### config.mk
export PLATFORM = sky130hd
export DESIGN_NAME = wb_stage
export DESIGN_NICKNAME = d
export VERILOG_FILES = /design/src/rtl/wb_stage_pkg.sv /design/src/rtl/load_align.sv /design/src/rtl/wb_stage.sv
export SDC_FILE = /design/constraint.sdc
export NUM_CORES = 1
export LEC_CHECK = 0
export ABC_AREA = 1
export BUFFER_PORTS_ARGS = -buffer_cell sky130_fd_sc_hd__buf_4
export CORE_MARGIN = 2
export CORE_UTILIZATION = 41
export DETAILED_ROUTE_END_ITERATION = 16
export MAX_ROUTING_LAYER = met4
export PLACE_DENSITY = 0.77
export SLEW_MARGIN = 0
export SYNTH_ARGS = -nofsm -noshare
export SYNTH_HDL_FRONTEND = slang
export SYNTH_SLANG_ARGS = --single-unit
### constraint.sdc
create_clock -name clk_i -period 1.2 [get_ports clk_i]
set_input_delay 0.06 -clock clk_i [delete_from_list [all_inputs] [get_ports clk_i]]
set_output_delay 0.06 -clock clk_i [all_outputs]
set_load 0.01 [all_outputs]
### src/rtl/wb_stage_pkg.sv
// Shared definitions for the writeback stage: load funct3 encodings and widths.
package wb_stage_pkg;

    localparam int unsigned XLEN_DEFAULT = 32;
    localparam int unsigned REG_W        = 5;

    localparam logic [2:0] F3_LB  = 3'b000;
    localparam logic [2:0] F3_LH  = 3'b001;
    localparam logic [2:0] F3_LW  = 3'b010;
    localparam logic [2:0] F3_LBU = 3'b100;
    localparam logic [2:0] F3_LHU = 3'b101;

endpackage

### src/rtl/load_align.sv
// Combinational load lane extraction and sign/zero extension with misalignment detection.
module load_align
    import wb_stage_pkg::*;
#(
    parameter int unsigned XLEN = XLEN_DEFAULT
) (
    input  logic [XLEN-1:0] rdata_i,
    input  logic [2:0]      funct3_i,
    input  logic [1:0]      off_i,
    output logic [XLEN-1:0] data_o,
    output logic            err_o
);

    logic [7:0]  byte_sel;
    logic [15:0] half_sel;

    always_comb begin
        unique case (off_i)
            2'd0:    byte_sel = rdata_i[7:0];
            2'd1:    byte_sel = rdata_i[15:8];
            2'd2:    byte_sel = rdata_i[23:16];
            default: byte_sel = rdata_i[31:24];
        endcase
        half_sel = off_i[1] ? rdata_i[31:16] : rdata_i[15:0];
    end

    always_comb begin
        data_o = rdata_i;
        err_o  = 1'b0;
        case (funct3_i)
            F3_LB:  data_o = {{(XLEN-8){byte_sel[7]}}, byte_sel};
            F3_LBU: data_o = {{(XLEN-8){1'b0}}, byte_sel};
            F3_LH: begin
                data_o = {{(XLEN-16){half_sel[15]}}, half_sel};
                err_o  = off_i[0];
            end
            F3_LHU: begin
                data_o = {{(XLEN-16){1'b0}}, half_sel};
                err_o  = off_i[0];
            end
            F3_LW:   err_o = (off_i != 2'b00);
            default: err_o = 1'b1;
        endcase
    end

endmodule

### src/rtl/wb_stage.sv
// Writeback stage: EX/MEM arbitration with EX starvation guard, registered regfile write port.
// Optional retire counter enabled by defining WB_RETIRE_CNT_EN.
module wb_stage
    import wb_stage_pkg::*;
#(
    parameter int unsigned STARVE_LIMIT = 4,
    parameter int unsigned XLEN         = XLEN_DEFAULT
) (
    input  logic             clk_i,
    input  logic             rst_ni,
    input  logic             ex_valid_i,
    output logic             ex_ready_o,
    input  logic [REG_W-1:0] ex_rd_i,
    input  logic [XLEN-1:0]  ex_data_i,
    input  logic             mem_valid_i,
    output logic             mem_ready_o,
    input  logic [REG_W-1:0] mem_rd_i,
    input  logic [XLEN-1:0]  mem_rdata_i,
    input  logic [2:0]       mem_funct3_i,
    input  logic [1:0]       mem_off_i,
    output logic             rf_wr_en_o,
    output logic [REG_W-1:0] rf_rd_addr_o,
    output logic [XLEN-1:0]  rf_wr_data_o,
    output logic             fwd_valid_o,
    output logic [REG_W-1:0] fwd_rd_o,
    output logic [XLEN-1:0]  fwd_data_o,
    output logic             load_err_o
`ifdef WB_RETIRE_CNT_EN
    ,
    output logic [63:0]      retire_cnt_o
`endif
);

    localparam logic [3:0] StarveMax = 4'(STARVE_LIMIT);

    logic [3:0]       starve_q, starve_d;
    logic             wr_en_q, wr_en_d;
    logic [REG_W-1:0] addr_q, addr_d;
    logic [XLEN-1:0]  data_q, data_d;
    logic             err_q, err_d;
    logic             ex_gnt, mem_gnt;
    logic [XLEN-1:0]  ld_data;
    logic             ld_err;

    load_align #(
        .XLEN (XLEN)
    ) u_load_align (
        .rdata_i  (mem_rdata_i),
        .funct3_i (mem_funct3_i),
        .off_i    (mem_off_i),
        .data_o   (ld_data),
        .err_o    (ld_err)
    );

    // MEM wins ties until EX has lost STARVE_LIMIT times in a row.
    always_comb begin
        ex_gnt  = 1'b0;
        mem_gnt = 1'b0;
        if (rst_ni) begin
            if (ex_valid_i && (!mem_valid_i || starve_q >= StarveMax)) begin
                ex_gnt = 1'b1;
            end else if (mem_valid_i) begin
                mem_gnt = 1'b1;
            end
        end
    end

    assign ex_ready_o  = ex_gnt;
    assign mem_ready_o = mem_gnt;

    always_comb begin
        starve_d = 4'd0;
        if (ex_valid_i && !ex_gnt) begin
            starve_d = (starve_q >= StarveMax) ? StarveMax : starve_q + 4'd1;
        end
    end

    // rd==0 and faulting loads still consume the slot but never write.
    always_comb begin
        wr_en_d = 1'b0;
        addr_d  = addr_q;
        data_d  = data_q;
        err_d   = 1'b0;
        if (ex_gnt) begin
            wr_en_d = (ex_rd_i != '0);
            addr_d  = ex_rd_i;
            data_d  = ex_data_i;
        end else if (mem_gnt) begin
            err_d = ld_err;
            if (!ld_err) begin
                wr_en_d = (mem_rd_i != '0);
                addr_d  = mem_rd_i;
                data_d  = ld_data;
            end
        end
    end

    always_ff @(posedge clk_i) begin
        if (!rst_ni) begin
            starve_q <= 4'd0;
            wr_en_q  <= 1'b0;
            addr_q   <= '0;
            data_q   <= '0;
            err_q    <= 1'b0;
        end else begin
            starve_q <= starve_d;
            wr_en_q  <= wr_en_d;
            addr_q   <= addr_d;
            data_q   <= data_d;
            err_q    <= err_d;
        end
    end

    assign rf_wr_en_o   = wr_en_q;
    assign rf_rd_addr_o = addr_q;
    assign rf_wr_data_o = data_q;
    assign fwd_valid_o  = wr_en_q;
    assign fwd_rd_o     = addr_q;
    assign fwd_data_o   = data_q;
    assign load_err_o   = err_q;

`ifdef WB_RETIRE_CNT_EN
    logic [63:0] retire_q;

    always_ff @(posedge clk_i) begin
        if (!rst_ni) begin
            retire_q <= 64'd0;
        end else if (ex_gnt || mem_gnt) begin
            retire_q <= retire_q + 64'd1;
        end
    end

    assign retire_cnt_o = retire_q;
`endif

endmodule
==> impl_metrics.env <==
export IMPL_ys_ff_latch=43
export IMPL_synth_area_leaders="dfxtp_1, nand2_1, buf_4, nor2_1, o21ai_0"
export IMPL_ir_drop_mv=0.469
export IMPL_max_stage_delay_ns=0.33
export IMPL_drc=0
export IMPL_final_nets=720
export IMPL_place_congestion=0.933
export IMPL_use_met2_pct=46.3
export IMPL_dpl_hpwl_um=7750
export IMPL_postSynthAreaPerCell_um2=6.30
export IMPL_ys_types=30
export IMPL_grtUsageMet3_pct=4.52
export IMPL_grt_overflow_total=0
export IMPL_start_kind="register"
export IMPL_track_usage_pct=25.9
export IMPL_ctsRootBufferMaster="clkbuf_8"
export IMPL_crit_arrival_ns=1.42
export IMPL_path_cells="nor2_4 -> nand2_4 -> nand2_8 -> clkinvlp_4 -> buf_6 -> buf_6"
export IMPL_vias=3744
export IMPL_grt_max_degree=28
export IMPL_tns_ns=-8.38
export IMPL_cts_tree="built"
export IMPL_max_freq_ghz=0.675
export IMPL_antenna_found_initial=0
export IMPL_hold_viol=0
export IMPL_required_ns=1.14
export IMPL_p_leak_nw=2.55
export IMPL_skew_ns=0.00635
export IMPL_synthesis_area_um2=2990
export IMPL_syn_num_nets=558
export IMPL_synthTopCellsByCount="nand2_1, nor2_1, buf_4"
export IMPL_htree_levels=2
export IMPL_fin_crit_sh_pct=123
export IMPL_start_util_pct=41.8
export IMPL_detail_route_antenna_nets=0
export IMPL_cp_slowest_cell="dfxtp_2"
export IMPL_synth_edf_count=0
export IMPL_cp_end_kind="output port"
export IMPL_firstDrtPassIters=5
export IMPL_synthToLayoutAreaGrowth_pct=65.1
export IMPL_path_buf_inv=3
export IMPL_yosysSeqAreaShare_pct=28.8
export IMPL_cp_top_family="buffers and inverters"
export IMPL_cellPowerDensity_nw_per_um2=877
export IMPL_top_usage_layer="met2"
export IMPL_violations="negative setup slack"
export IMPL_rsz0062_at_grt="true"
export IMPL_hold_class="in2reg"
export IMPL_synth_top_area_cell="dfxtp_1"
export IMPL_die_h_um=89.4
export IMPL_core_area_um2=7140
export IMPL_critPathMaxFanout=8
export IMPL_cap_viol_max_count=0
export IMPL_finalMaxSlewViolations=0
export IMPL_wl_um=10800
export IMPL_drive_gt1_share_pct=47.9
export IMPL_wire_per_inst_um=14.6
export IMPL_whs_ns=0.0155
export IMPL_viasPerCell=5.09
export IMPL_critPathKind="reg2out"
export IMPL_die_area_um2=7980
export IMPL_yosysTopAreaCellShare_pct=28.8
export IMPL_synthArstFlopShare_pct=0
export IMPL_synth_most_common_cell="nand2_1"
export IMPL_clk_insertion_delay_late_ns=0.30
export IMPL_synthFlopType="dfxtp_1"
export IMPL_io_buffers=161
export IMPL_cp_common_cell="buf_6"
export IMPL_dr_first_iter_drc_count=194
export IMPL_fin_ws_ns=-0.281
export IMPL_timing_final_crit_period_ns=1.48
export IMPL_grt_pass1_vias=3465
export IMPL_clk_pin_slew_ns=0.09
export IMPL_chipWidth_um=89.4
export IMPL_netlist_instances=474
export IMPL_clock_sinks=43
export IMPL_io_pins=162
export IMPL_num_antenna_cells=0
export IMPL_setup_viol=40
export IMPL_cts_made_buffers=5
export IMPL_gr_usage_met1_pct=28.6
export IMPL_synth_warnings=0
export IMPL_cts_buffer_depth=2
export IMPL_rows=31
export IMPL_grt_first_pass_wirelength_um=15700
export IMPL_status="finished with violations"
## registers in the layout (all words and copies together), names as in the netlist
signal,flops
starve_q,4
fwd_rd_o,5
fwd_valid_o,1
fwd_data_o,32
load_err_o,1
## cells in the final DEF, fill, tap and decap left out, drive strengths merged, types with 7 or more instances in the layout
cell type	n
buf	212
nand2	132
nor2	76
o21ai	46
dfxtp	43
inv	27
nand3	25
a21oi	23
o21bai	9
and2	7
a22oi	7
or2	7
clkbuf	7
## kinds of logic after synthesis
family / share of synthesized area [%]
AO/OA/AOI/OAI: 16.1
buffers and inverters: 18.0
flip-flops: 28.8
AND/OR/NAND/NOR: 36.5
other: 0.126
adder cells (fa/ha/maj): 0.419
## cell type report
cell class / count / area (um^2)
Fill cell: 607 / 2200
Timing Repair Buffer: 215 / 1880
Multi-Input combinational cell: 343 / 1870
Sequential cell: 43 / 863
Tap cell: 99 / 124
Inverter: 28 / 109
Clock buffer: 5 / 68.8
Clock inverter: 3 / 20.0
## worst paths after layout
check	start	endpoint	slack, ns	depth (start not counted)
setup / recovery	starve_q[2]	ex_ready_o	-0.28	6
setup reg to reg	starve_q[2]	fwd_data_o[24]	-0.28	9
hold / removal	ex_data_i[7]	fwd_data_o[7]	0.02	3
hold reg to reg	starve_q[0]	starve_q[0]	0.44	1
## power by group
group / switching (mW) / internal, mW / total (mW)
clock: 0.558 / 0.406 / 0.964
sequential: 0.0960 / 1.54 / 1.63
combinational: 0.822 / 0.907 / 1.73
## timing repair
action / in CTS / in global routing
setup buffers: 17 / 5
pin swaps: 16 / 21
hold buffers: 1 / 0
endpoints found under the hold margin: 1 / 0
gates resized for setup: 54 / 36
setup endpoints to repair: 40 / 40
gates cloned: 5 / 2
## through the flow
stage	util (%)	cell area, um^2	worst slack [ns]	total power [mW]	std cells
global route	69.1	4930	-0.335	4.55	736
detailed placement	59.0	4210	-0.210	3.07	700
global placement	59.0	4210	-0.200	3.03	700
CTS	66.3	4730	-0.262	4.24	730
floorplan	-	3050	-0.0833	2.45	474
finish	69.1	4930	-0.281	4.33	736
## worst register-to-register path, stage by stage, from the launching register on
cell and delay [ns]:
dfxtp_2 0.33, nor2_4 0.15, nand2_4 0.09, nand2_8 0.12, buf_12 0.13, nand2_8 0.09
buf_4 0.16, buf_12 0.12, buf_16 0.12, a21oi_2 0.11
## metal layers
metal,up-vias,part of all wire (%)
met2,181,52
met4,0,2.2
li1,1805,-
met3,26,8.0
met1,1732,38
met5,-,0
No activity file was read; power rests on OpenSTA's default activity.
